[src/rtl/cache_mem_arbiter.sv]
// Round-robin AXI4-Lite arbiter sharing one memory port between the I-cache and D-cache masters.
// Define CACHE_ARB_FIXED_PRIO_EN to make requester 0 win every tie.
module cache_mem_arbiter #(
  parameter int ADDR_W = 32,
  parameter int DATA_W = 32
) (
  input  logic                    CLK,
  input  logic                    RST,
  input  logic [2*ADDR_W-1:0]     s_awaddr,
  input  logic [2*ADDR_W-1:0]     s_araddr,
  input  logic [1:0]              s_awvalid,
  input  logic [1:0]              s_wvalid,
  input  logic [1:0]              s_arvalid,
  input  logic [2*DATA_W-1:0]     s_wdata,
  input  logic [2*(DATA_W/8)-1:0] s_wstrb,
  output logic [1:0]              s_awready,
  output logic [1:0]              s_wready,
  output logic [1:0]              s_arready,
  output logic [1:0]              s_bvalid,
  output logic [1:0]              s_rvalid,
  input  logic [1:0]              s_bready,
  input  logic [1:0]              s_rready,
  output logic [1:0]              s_bresp,
  output logic [1:0]              s_rresp,
  output logic [DATA_W-1:0]       s_rdata,
  output logic [ADDR_W-1:0]       m_awaddr,
  output logic [ADDR_W-1:0]       m_araddr,
  output logic                    m_awvalid,
  output logic                    m_wvalid,
  output logic                    m_arvalid,
  output logic                    m_bready,
  output logic                    m_rready,
  input  logic                    m_awready,
  input  logic                    m_wready,
  input  logic                    m_arready,
  input  logic                    m_bvalid,
  input  logic                    m_rvalid,
  output logic [DATA_W-1:0]       m_wdata,
  output logic [DATA_W/8-1:0]     m_wstrb,
  input  logic [1:0]              m_bresp,
  input  logic [1:0]              m_rresp,
  input  logic [DATA_W-1:0]       m_rdata
);

  localparam int STRB_W = DATA_W / 8;

  typedef enum logic [2:0] {
    IDLE,
    WADDR,
    WRESP,
    WRET,
    RADDR,
    RDATA,
    RRET
  } state_t;

  state_t              state;
  state_t              state_nxt;
  logic                grant;
  logic                last_grant;
  logic [ADDR_W-1:0]   addr_q;
  logic [DATA_W-1:0]   wdata_q;
  logic [STRB_W-1:0]   wstrb_q;
  logic [DATA_W-1:0]   rdata_q;
  logic [1:0]          resp_q;
  logic                aw_done;
  logic                w_done;

  logic [1:0]          wr_req;
  logic [1:0]          any_req;
  logic                win;
  logic                win_write;
  logic                accept;
  logic                aw_hs;
  logic                w_hs;
  logic                ret_hs;

  // Arbitration: a lone requester wins outright, a tie goes away from last_grant
  always_comb begin
    wr_req  = s_awvalid & s_wvalid;
    any_req = wr_req | s_arvalid;
    if (any_req == 2'b11) begin
`ifdef CACHE_ARB_FIXED_PRIO_EN
      win = 1'b0;
`else
      win = ~last_grant;
`endif
    end else begin
      win = ~any_req[0];
    end
    win_write = wr_req[win];
    accept    = (state == IDLE) && (any_req != 2'b00);
    aw_hs     = m_awvalid && m_awready;
    w_hs      = m_wvalid && m_wready;
    ret_hs    = ((state == WRET) && s_bready[grant]) ||
                ((state == RRET) && s_rready[grant]);
  end

  always_comb begin
    state_nxt = state;
    s_awready = 2'b00;
    s_wready  = 2'b00;
    s_arready = 2'b00;
    s_bvalid  = 2'b00;
    s_rvalid  = 2'b00;

    s_awready[win] = accept && win_write;
    s_wready[win]  = accept && win_write;
    s_arready[win] = accept && !win_write;
    s_bvalid[grant] = (state == WRET);
    s_rvalid[grant] = (state == RRET);

    m_awvalid = (state == WADDR) && !aw_done;
    m_wvalid  = (state == WADDR) && !w_done;
    m_bready  = (state == WRESP);
    m_arvalid = (state == RADDR);
    m_rready  = (state == RDATA);

    case (state)
      IDLE:    if (accept) state_nxt = win_write ? WADDR : RADDR;
      WADDR:   if ((aw_done || aw_hs) && (w_done || w_hs)) state_nxt = WRESP;
      WRESP:   if (m_bvalid) state_nxt = WRET;
      WRET:    if (s_bready[grant]) state_nxt = IDLE;
      RADDR:   if (m_arready) state_nxt = RDATA;
      RDATA:   if (m_rvalid) state_nxt = RRET;
      RRET:    if (s_rready[grant]) state_nxt = IDLE;
      default: state_nxt = IDLE;
    endcase
  end

  // Request registers are loaded only on acceptance so the memory side sees stable values
  always_ff @(posedge CLK or posedge RST) begin
    if (RST) begin
      state      <= IDLE;
      grant      <= 1'b0;
      last_grant <= 1'b1;
      addr_q     <= '0;
      wdata_q    <= '0;
      wstrb_q    <= '0;
      rdata_q    <= '0;
      resp_q     <= 2'b00;
      aw_done    <= 1'b0;
      w_done     <= 1'b0;
    end else begin
      state <= state_nxt;
      if (accept) begin
        grant   <= win;
        aw_done <= 1'b0;
        w_done  <= 1'b0;
        if (win_write) begin
          addr_q  <= win ? s_awaddr[2*ADDR_W-1:ADDR_W] : s_awaddr[ADDR_W-1:0];
          wdata_q <= win ? s_wdata[2*DATA_W-1:DATA_W] : s_wdata[DATA_W-1:0];
          wstrb_q <= win ? s_wstrb[2*STRB_W-1:STRB_W] : s_wstrb[STRB_W-1:0];
        end else begin
          addr_q  <= win ? s_araddr[2*ADDR_W-1:ADDR_W] : s_araddr[ADDR_W-1:0];
        end
      end
      if (aw_hs) aw_done <= 1'b1;
      if (w_hs) w_done <= 1'b1;
      if ((state == WRESP) && m_bvalid) resp_q <= m_bresp;
      if ((state == RDATA) && m_rvalid) begin
        rdata_q <= m_rdata;
        resp_q  <= m_rresp;
      end
      if (ret_hs) last_grant <= grant;
    end
  end

  assign m_awaddr = addr_q;
  assign m_araddr = addr_q;
  assign m_wdata  = wdata_q;
  assign m_wstrb  = wstrb_q;
  assign s_rdata  = rdata_q;
  assign s_bresp  = resp_q;
  assign s_rresp  = resp_q;

endmodule

[config.mk]
export PLATFORM = sky130hd
export DESIGN_NAME = cache_mem_arbiter
export DESIGN_NICKNAME = d
export VERILOG_FILES = /design/src/rtl/cache_mem_arbiter.sv
export SDC_FILE = /design/constraint.sdc
export NUM_CORES = 1
export LEC_CHECK = 0
export BUFFER_PORTS_ARGS = -buffer_cell sky130_fd_sc_hd__buf_2
export CORE_AREA = 2 2 156 158
export DETAILED_ROUTE_END_ITERATION = 10
export DIE_AREA = 0 0 158 160
export GPL_ROUTABILITY_DRIVEN = 0
export SKIP_CTS_REPAIR_TIMING = 1
export SYNTH_ARGS = -nofsm -noshare
export SYNTH_HDL_FRONTEND = slang
export SYNTH_SLANG_ARGS = --single-unit
export TNS_END_PERCENT = 5
[constraint.sdc]
create_clock -name CLK -period 4.85 [get_ports CLK]
set_clock_uncertainty 0.2 [all_clocks]
set_input_delay 0.2425 -clock CLK [delete_from_list [all_inputs] [get_ports CLK]]
set_output_delay 0.2425 -clock CLK [all_outputs]
set_load 0.02 [all_outputs]
==> results of run 1 <==
-- power by group through the flow --
stage,Combinational (mW),Clock [mW],Sequential [mW]
after global placement,2.48,0,1.70
after CTS,2.51,0.793,1.69
after detailed placement,2.51,0,1.70
after global routing,3.42,0.820,1.76
after floorplan,1.34,0,2.10
final,3.18,0.755,1.71
-- metal layers --
| layer | wire, µm | vias to the layer above | GRT usage, % |
|---|---|---|---|
| li1 | - | 2833 | - |
| met1 | 8670 | 2971 | 16.5 |
| met2 | 12400 | 318 | 27.8 |
| met3 | 1860 | 22 | 4.59 |
| met4 | 247 | 6 | 4.42 |
| met5 | 37 | - | 0 |
-- worst min-delay path, stage by stage --
cell      delay [ps]
buf_2             70
a222oi_1          90
o21ai_1           80
-- path summary, 6_finish.rpt --
check	start	to	slack, ps	cells after the start
min in group asynchronous	RST	m_wdata[5]	380	3
max in group asynchronous	RST	m_araddr[12]	2940	4
max reg2reg	state[0]	m_araddr[14]	950	6
min reg2reg	s_rdata[3]	s_rdata[3]	300	1
min	s_araddr[61]	m_araddr[29]	-30	3
max	state[0]	m_araddr[14]	950	6
-- area by class of cell --
cell class              instances  area [µm²]  share of cell area (%)
clock inverters                 7        77.6                   0.808
inverters                      41         156                    1.63
diodes                          1        2.50                  0.0261
repair buffers                601        3980                    41.5
multi-input cells             244        2020                    21.1
flip-flops and latches        109        2730                    28.4
well taps                     324         405                    4.22
clock buffers                   9         225                    2.35
-- cells in the final DEF, fill, tap and decap left out, types with 2 or more instances in the layout --
cell type / count
a21oi_1: 9
clkbuf_16: 9
mux2i_1: 23
mux2_1: 3
buf_2: 403
inv_6: 2
dfrtp_1: 108
a22o_1: 4
dlygate4sd3_1: 191
clkinv_8: 2
buf_4: 7
nand2_1: 9
a22oi_1: 11
mux2_2: 31
inv_1: 39
nand2b_1: 4
o21ai_1: 33
nor3_1: 4
o22ai_1: 3
nor2_2: 3
a222oi_1: 68
nor3b_1: 2
o21ai_0: 2
nor2b_1: 4
and3_1: 2
nor2_1: 11
-- logic make-up (layout without fill, tap and decap cells) --
family / after synthesis / after routing / share of synthesized area (%)
compound gates: 140 / 140 / 21.0
buf+inv: 112 / 658 / 11.4
flops: 109 / 109 / 51.3
mux: 57 / 57 / 11.5
other cells: 0 / 1 / 0
simple gates: 47 / 47 / 4.80
-- synth_stat cells (2+ instances only) --
library cell / n
nor2b_1: 4
o21ai_0: 2
nor3b_1: 2
nor2_1: 13
o22ai_1: 3
dfrtp_1: 108
nand2_1: 9
mux2i_1: 23
buf_4: 36
o21ai_1: 34
mux2_2: 31
nor3_1: 4
mux2_1: 3
nand2b_1: 4
buf_2: 16
and3_1: 2
a22oi_1: 11
a22o_1: 4
buf_6: 4
clkbuf_1: 15
inv_1: 40
a222oi_1: 68
a21oi_1: 9
-- sequential cells by signal, indices dropped and copies added, names as in the netlist --
signal / count
m_wstrb: 4
s_bresp: 2
aw_done: 1
m_araddr: 32
s_rdata: 32
state: 3
m_wdata: 32
w_done: 1
grant: 1
last_grant: 1
-- per-stage QoR --
| stage | std cells | setup WS (ps) | total power, mW | util, % | hold slack (ps) |
|---|---|---|---|---|---|
| finish | 1336 | 952 | 5.64 | 40.3 | -34.4 |
| global route | 1336 | 710 | 5.99 | 40.3 | 4.69 |
| CTS | 1144 | 1580 | 4.99 | 32.3 | -159 |
| detailed placement | 1128 | 1850 | 4.20 | 31.0 | 245 |
| global placement | 1128 | 1920 | 4.17 | 31.0 | 248 |
| floorplan | 465 | 1540 | 3.44 | - | 168 |
==> flow_metrics.py, run 1 <==
metrics = {
    "status": {
        "outcome": "complete, but fails checks",
        "violations": "hold timing",
    },
    "pwr": {
        "p_leak_nw": 4.92,
        "ir_drop_mv": 0.284,
        "p_seq_share_pct": 30.2,
        "combPwrFrac_pct": 56.4,
        "powerDensity_nw_per_um2": 588,
        "internal_power_mw": 3.24,
        "switching_share_pct": 42.5,
        "clockPowerShare_pct": 13.4,
        "switching_power_mw": 2.40,
    },
    "floorplan": {
        "dieHeight_um": 160,
        "num_rows": 57,
        "io_pins": 404,
        "start_util_pct": 22.3,
        "die_w_um": 158,
        "core_area_um2": 23800,
        "dieArea_um2": 25300,
    },
    "synthesis": {
        "synth_edf_count": 0,
        "synth-seq-cells": 109,
        "ys_seq_area_share_pct": 51.3,
        "synth_nets": 718,
        "ys.warnings.count": 0,
        "yosysTopAreaCellShare_pct": 50.8,
        "synth_top_area_cell": "dfrtp_1",
        "synthArstFlopShare_pct": 100,
        "synth_area_leaders": "dfrtp_1 51%, a222oi_1 13%, mux2_2 6.6%",
        "syn_inst": 465,
        "synth.distinct_cells": 43,
        "synth_area_um2": 5320,
        "synth_ff_type": "dfrtp_1",
        "synth.avg_cell_area_um2": 11.4,
    },
    "route": {
        "drt-total-wl_mm": 23.2,
        "vias_per_cell": 4.60,
        "dr_total_vias": 6150,
        "dr.pass1.iters": 8,
        "postRouteAntennaNets": 0,
        "dr.first_iter.drc_count": 541,
        "wl_per_cell_um": 17.4,
        "drc_errors": 0,
    },
    "sta": {
        "setup_viol": 0,
        "period_minus_slack_ps": 3900,
        "timing.setup.tns_ps": 0,
        "fin_crit_sh_pct": 80.4,
        "rsz0062_at_grt": "false",
        "hold_violations": 3,
        "worst_pin_slew_ps": 1220,
        "holdWs_ps": -34.4,
        "slew_headroom_pct": 18.2,
        "fmax_mhz": 257,
        "drv_slew": 0,
    },
    "finish": {
        "area_delta_synth_final_pct": 80.4,
        "nets": 1259,
        "fillCellCount": 2355,
        "design_area_um2": 9600,
        "drive_above_1_share_pct": 46.4,
    },
    "min_path": {
        "hold_class": "in2reg",
    },
    "clock_network": {
        "cts_max_level": 3,
        "clkSinkCount": 109,
        "cts_buffers": 9,
        "cts.clk_slew.worst_paths_ps": 90,
        "cts_root_buf": "clkbuf_16",
        "clk_latency_ps": 360,
        "cts_tree": "done",
        "cts_max_path_buffers": 2,
    },
    "global_routing": {
        "grt_pass1_vias": 5133,
        "grt_pass1_wl_mm": 28.7,
        "grt_max_degree": 64,
        "globalRouteTotalUtil_pct": 15.1,
        "overflow": 0,
        "antenna_found_initial": 4,
    },
    "placed_design": {
        "portBuffers": 403,
        "dp_hpwl_mm": 15.9,
        "place_area_um2": 7380,
    },
    "critical_path": {
        "arrival_ps": 3930,
        "slowest_delay_ps": 780,
        "start_kind": "flip-flop",
        "path_class": "reg2reg",
        "crit_slowest_cell": "nand2_1",
        "crit_family": "simple AND/OR/NAND/NOR gates",
        "timing.critical_path.buf_inv": 2,
        "critical_path_required_ps": 4880,
        "cpMostUsedCell": "dlygate4sd3_1",
        "critPathCaptureType": "flip-flop",
        "path_cells": "nor3_2, nand2_1, a222oi_1, dlygate4sd3_1, o21ai_1, dlygate4sd3_1",
        "crit_path_max_fanout": 34,
    },
    "run": {
        "cap_viol_max_count": 0,
    },
}
No activity file was read; power rests on OpenSTA's default activity.
==> inputs of run 2 (changes only) <==
CORE_AREA = 2 2 155 157   (was 2 2 156 158)
DIE_AREA = 0 0 157 159   (was 0 0 158 160)
clock period = 3.5 ns   (was 4.85 ns; I/O delays follow)
==> run 2 against run 1 <==
Effect of this change:
- the run now fails in global routing (5_1_grt)
- synthesized cell count unchanged
- area after synthesis did not move
==> flow_metrics.py, run 2 <==
metrics = {
    "status": {
        "outcome": "aborted with a tool error",
        "stop_stage": "global routing (5_1_grt)",
        "stop_error": "[ERROR RSZ-0060] Max buffer count reached.",
    },
    "synthesis": {
        "synth_top_area_cell": "dfrtp_1",
        "synth_xor_area_share_pct": 0,
        "synth_area_um2": 5320,
        "synth_common_cells": "108 x dfrtp_1, 68 x a222oi_1, 40 x inv_1, 36 x buf_4, 34 x o21ai_1",
        "synth_top_family_by_area": "compound AO/OA/AOI/OAI gates",
        "synth.distinct_cells": 43,
        "synth-seq-cells": 109,
        "ys.warnings.count": 0,
        "synth_most_common_cell": "dfrtp_1",
        "yosysTopAreaCellShare_pct": 50.8,
        "synth.avg_cell_area_um2": 11.4,
        "syn_inst": 465,
        "synth_area_leaders": "dfrtp_1 51%, a222oi_1 13%, mux2_2 6.6%",
        "ys_seq_area_share_pct": 51.3,
        "synth-compound-area-share_pct": 21.0,
        "synth_ff_type": "dfrtp_1",
        "synth_nets": 718,
        "synthAdderAreaFrac_pct": 0,
        "synth_edf_count": 0,
        "synth_mux_area_share_pct": 11.5,
        "synthArstFlopShare_pct": 100,
        "synthSimpleGateAreaFrac_pct": 4.80,
    },
    "floorplan": {
        "dieHeight_um": 159,
        "num_rows": 56,
        "start_util_pct": 22.9,
        "die_w_um": 157,
        "io_pins": 404,
    },
    "clock_network": {
        "cts_max_level": 3,
        "clkSinkCount": 109,
        "cts_buffers": 9,
        "cts_max_path_buffers": 2,
        "cts_root_buf": "clkbuf_16",
    },
    "global_routing": {
        "grt_max_degree": 67,
    },
    "placed_design": {
        "dp_hpwl_mm": 15.3,
        "portBuffers": 403,
    },
}
-- run 2: cell families after synthesis --
| family | after synthesis |
|---|---|
| AOI/OAI and AO/OA | 140 |
| buffers and inverters | 112 |
| muxes | 57 |
| and+or+nand+nor | 47 |
| DFF | 109 |
-- run 2: through the flow --
stage / cell area [µm²] / worst slack, ps / cells / hold slack, ps / util [%]
4_1_cts: 7730 / 511 / 1140 / -325 / 33.3
3_5_place_dp: 7390 / 932 / 1124 / 80.3 / 31.9
3_3_place_gp: 7390 / 953 / 1124 / 76.6 / 31.9
2_1_floorplan: 5320 / 253 / 465 / 100 / -
==> inputs of run 3 (changes only) <==
CORE_AREA = 2 2 159 161   (was 2 2 155 157)
DIE_AREA = 0 0 161 163   (was 0 0 157 159)
PLACE_DENSITY_LB_ADDON = 0.15   (was default)
clock period = 4.5 ns   (was 3.5 ns; I/O delays follow)
==> run 3 against run 2 <==
Effect of this change:
- the flow now finishes, with violations (hold timing)
==> flow_metrics.py, run 3 (same netlist as run 1, synthesis figures left out) <==
metrics = {
    "status": {
        "outcome": "complete, but fails checks",
        "violations": "hold timing",
    },
    "placed_design": {
        "dp_hpwl_mm": 16.3,
        "portBuffers": 403,
        "dp_cells": 1135,
        "place_area_um2": 7410,
    },
    "pwr": {
        "ir_drop_mv": 0.303,
        "powerDensity_nw_per_um2": 635,
        "p_leak_nw": 4.96,
        "finalPower_mw": 6.16,
    },
    "clock_network": {
        "cts_buffers": 9,
        "cts_tree": "done",
        "cts.clk_slew.worst_paths_ps": 80,
        "cts_root_buf": "clkbuf_16",
        "clkSinkCount": 109,
        "clk_latency_ps": 350,
        "cts_max_path_buffers": 2,
        "cts_max_level": 3,
    },
    "route": {
        "drc_errors": 0,
        "postRouteAntennaNets": 0,
        "wl_per_cell_um": 17.6,
        "vias_per_cell": 4.50,
        "dr_total_vias": 6077,
        "dr.first_iter.drc_count": 547,
        "dr.pass1.iters": 7,
        "drt-total-wl_mm": 23.8,
    },
    "finish": {
        "area_delta_synth_final_pct": 82.3,
        "fillCellCount": 2467,
        "seqCellArea_um2": 2730,
        "multi_input_area_um2": 2030,
        "fin_util_pct": 39.3,
        "final_cell_mix": "403 x buf_2, 199 x dlygate4sd3_1, 108 x dfrtp_1, 68 x a222oi_1, 39 x inv_1",
        "instances_no_fill": 1351,
        "design_area_um2": 9700,
        "drive_above_1_share_pct": 46.4,
        "nets": 1268,
        "layout_commonest_cell": "buf_2",
    },
    "critical_path": {
        "slowest_delay_ps": 810,
        "r2r_start": "state[0]",
        "r2r_slack_ps": 640,
        "reg2regPathDepth": 7,
        "start_kind": "flip-flop",
        "timing.critical_path.buf_inv": 2,
        "reg2reg_to": "m_araddr[10]",
        "path_class": "reg2reg",
        "path_cells": "nor3_2, o21ai_1, nor2_4, a222oi_1, dlygate4sd3_1, o21ai_1, dlygate4sd3_1",
        "crit_path_max_fanout": 33,
        "critical_path_required_ps": 4590,
        "crit_family": "simple AND/OR/NAND/NOR gates",
        "critPathCaptureType": "flip-flop",
        "crit_slowest_cell": "nor2_4",
        "arrival_ps": 3950,
    },
    "global_routing": {
        "grt_pass1_wl_mm": 32.0,
        "grt_pass1_vias": 5357,
        "overflow": 0,
        "grt_max_degree": 70,
        "antenna_found_initial": 2,
        "globalRouteTotalUtil_pct": 16.0,
    },
    "floorplan": {
        "io_pins": 404,
        "dieArea_um2": 26200,
        "start_util_pct": 21.6,
        "num_rows": 58,
        "core_area_um2": 24700,
        "dieHeight_um": 163,
        "die_w_um": 161,
    },
    "run": {
        "cap_viol_max_count": 0,
    },
    "sta": {
        "fmax_mhz": 259,
        "period_minus_slack_ps": 3860,
        "timing.setup.tns_ps": 0,
        "worst_pin_slew_ps": 1000,
        "holdWs_ps": -36.1,
        "slew_headroom_pct": 33.0,
        "fin_crit_sh_pct": 85.9,
        "rsz0062_at_grt": "false",
        "setup_viol": 0,
        "hold_violations": 5,
        "drv_slew": 0,
    },
    "min_path": {
        "hp-start": "s_awaddr[53]",
        "worstHoldPathCells": 3,
        "worstHoldEndpoint": "m_araddr[21]",
        "hold_class": "in2reg",
    },
}
[run 3: final cells by class]
cell class,instances,area share (%)
timing repair buffer,610,41.9
sequential,109,28.1
antenna,1,0.0258
clock buffer,10,2.46
multi-input combinational,244,20.9
clock inverter,6,0.632
inverter,41,1.61
tap,330,4.26
[run 3: tightest hold or removal path: cells and delay by family]
family | cells | cell delay, ps
compound gates | 2 | 170
buf+inv | 1 | 80
[run 3: worst max path at each step]
| stage | slack, ps | startpoint | end | depth (start not counted) |
|---|---|---|---|---|
| 2_1_floorplan | 1200 | RST | aw_done | 1 |
| 6_report | 640 | state[0] | m_araddr[10] | 7 |
| 3_5_place_dp | 1570 | state[0] | m_wdata[28] | 6 |
| 5_1_grt | 400 | state[0] | m_araddr[5] | 7 |
| 3_3_place_gp | 1610 | state[0] | m_wdata[17] | 6 |
| 4_1_cts | 1290 | state[0] | s_arready[1] | 4 |
[run 3: per-layer routing]
metal | track usage, % | routed length, µm
met2 | 28.9 | 12500
met3 | 4.10 | 1490
met5 | 0 | 11
met4 | 3.45 | 248
met1 | 19.3 | 9560
[run 3: through the flow]
stage	setup WS, ps	hold slack (ps)
after global routing	400	2.17
after global placement	1610	212
after CTS	1290	-198
final	636	-36.1
after detailed placement	1570	203
after floorplan	1200	150
[run 3: power breakdown]
group | total [mW] | leakage [nW] | internal, mW | switching (mW)
sequential | 1.82 | 1.34 | 1.45 | 0.372
combinational | 3.51 | 3.47 | 1.71 | 1.80
clock | 0.829 | 0.145 | 0.407 | 0.421
total | 6.16 | 4.96 | 3.57 | 2.59
==> inputs of run 4 (changes only) <==
BUFFER_PORTS_ARGS = -buffer_cell sky130_fd_sc_hd__clkbuf_2   (was -buffer_cell sky130_fd_sc_hd__buf_2)
==> run 4 against run 3 <==
Effect of this change:
- the flow still finishes with violations (hold timing)
- via count is 1.8% higher
- power is 1.3% higher
- register-to-register slack hardly changed
- cell area is 0.43% higher
- largest power group unchanged
- highest routed layer is now met4
==> flow_metrics.py, run 4 (same netlist as run 1, synthesis figures left out) <==
metrics = {
    "status": {
        "outcome": "complete, but fails checks",
        "violations": "hold timing",
    },
    "sta": {
        "timing.setup.tns_ps": 0,
        "period_minus_slack_ps": 3870,
        "rsz0062_at_grt": "false",
        "fin_crit_sh_pct": 85.9,
        "setup_viol": 0,
        "slew_headroom_pct": 32.8,
        "hold_violations": 4,
        "holdWs_ps": -39.0,
        "fmax_mhz": 259,
        "drv_slew": 0,
        "worst_pin_slew_ps": 1010,
    },
    "finish": {
        "nets": 1271,
        "fillCellCount": 2482,
        "multi_input_area_um2": 2030,
        "layout_commonest_cell": "clkbuf_2",
        "seqCellArea_um2": 2730,
        "area_delta_synth_final_pct": 83.1,
        "final_cell_mix": "403 x clkbuf_2, 201 x dlygate4sd3_1, 108 x dfrtp_1, 68 x a222oi_1, 39 x inv_1",
        "drive_above_1_share_pct": 46.3,
    },
    "clock_network": {
        "cts_root_buf": "clkbuf_16",
        "clkSinkCount": 109,
        "cts.clk_slew.worst_paths_ps": 80,
        "cts_buffers": 9,
        "cts_tree": "done",
        "cts_max_level": 3,
        "clk_latency_ps": 350,
        "cts_max_path_buffers": 2,
    },
    "global_routing": {
        "overflow": 0,
        "grt_pass1_vias": 5345,
        "grt_pass1_wl_mm": 31.5,
        "grt_max_degree": 44,
        "globalRouteTotalUtil_pct": 16.0,
        "antenna_found_initial": 1,
    },
    "critical_path": {
        "reg2reg_to": "m_araddr[23]",
        "critPathCaptureType": "flip-flop",
        "critPathCapture": "m_araddr[23]",
        "arrival_ps": 3960,
        "start_kind": "flip-flop",
        "critical_path_required_ps": 4590,
        "r2r_slack_ps": 630,
        "path_class": "reg2reg",
        "reg2regPathDepth": 7,
        "critPathLaunch": "state[0]",
        "r2r_start": "state[0]",
        "crit_path_max_fanout": 33,
    },
    "route": {
        "dr.pass1.iters": 7,
        "topRoutingLayerUsed": "met4",
        "vias_per_cell": 4.57,
        "drt-total-wl_mm": 23.9,
        "postRouteAntennaNets": 0,
        "wl_met2_mm": 12.5,
        "dr_wl_met3_mm": 1.50,
        "dr_total_vias": 6184,
        "wl_per_cell_um": 17.6,
        "drc_errors": 0,
        "dr.first_iter.drc_count": 548,
        "route.layer.met1.wl_mm": 9.57,
    },
    "floorplan": {
        "start_util_pct": 21.6,
        "core_area_um2": 24700,
        "die_w_um": 161,
        "dieHeight_um": 163,
        "dieArea_um2": 26200,
        "io_pins": 404,
        "num_rows": 58,
    },
    "min_path": {
        "worstHoldPathCells": 3,
        "hold_class": "in2reg",
    },
    "placed_design": {
        "dp_hpwl_mm": 16.6,
        "portBuffers": 403,
    },
    "pwr": {
        "powerDensity_nw_per_um2": 640,
        "ir_drop_mv": 0.255,
        "p_leak_nw": 5.01,
    },
    "run": {
        "cap_viol_max_count": 0,
    },
}
==> run 4: worst min-delay path by stage <==
stage / slack [ps] / end / from
floorplan: 150 / m_wdata[10] / s_wdata[10]
global placement: 50 / s_rdata[29] / RST
detailed placement: 60 / s_rdata[29] / RST
CTS: -340 / s_rdata[29] / RST
global route: 0.2 / m_araddr[28] / s_awaddr[60]
finish: -40 / m_araddr[11] / s_awaddr[11]
==> run 4: cell type report <==
cell class / instances / share of cell area, %
Clock buffer: 9 / 2.31
Multi-Input combinational cell: 244 / 20.9
Tap cell: 330 / 4.24
Inverter: 41 / 1.61
Antenna cell: 1 / 0.0257
Clock inverter: 7 / 0.912
Timing Repair Buffer: 613 / 42.0
Sequential cell: 109 / 28.0
==> run 4: through the flow <==
step	setup WS [ps]	instances	instance area, µm²	power (mW)	utilization, %
finish	633	1354	9740	6.24	39.5
global placement	1650	1136	7410	4.59	30.1
CTS	1290	1152	7730	5.49	31.3
detailed placement	1620	1136	7410	4.58	30.1
floorplan	1200	465	5320	3.71	-
global route	382	1354	9740	6.63	39.5
==> run 4: power by group <==
part	internal, mW	switching [mW]	total, mW
sequential	1.45	0.392	1.84
combinational	1.71	1.81	3.52
clock	0.448	0.431	0.878
total	3.61	2.63	6.24
==> run 4: routing by layer <==
metal / vias up / GRT usage, %
met5: - / 0
met4: 0 / 4.79
li1: 2851 / -
met3: 20 / 4.30
met2: 298 / 29.4
met1: 3015 / 17.9
==> run 4: worst max-delay path: stages, from the launching register on <==
cell and delay, ps:
dfrtp_1 560, nor3_2 450, o21ai_1 240, nor2_4 810
a222oi_1 280, dlygate4sd3_1 640, o21ai_1 70, dlygate4sd3_1 550
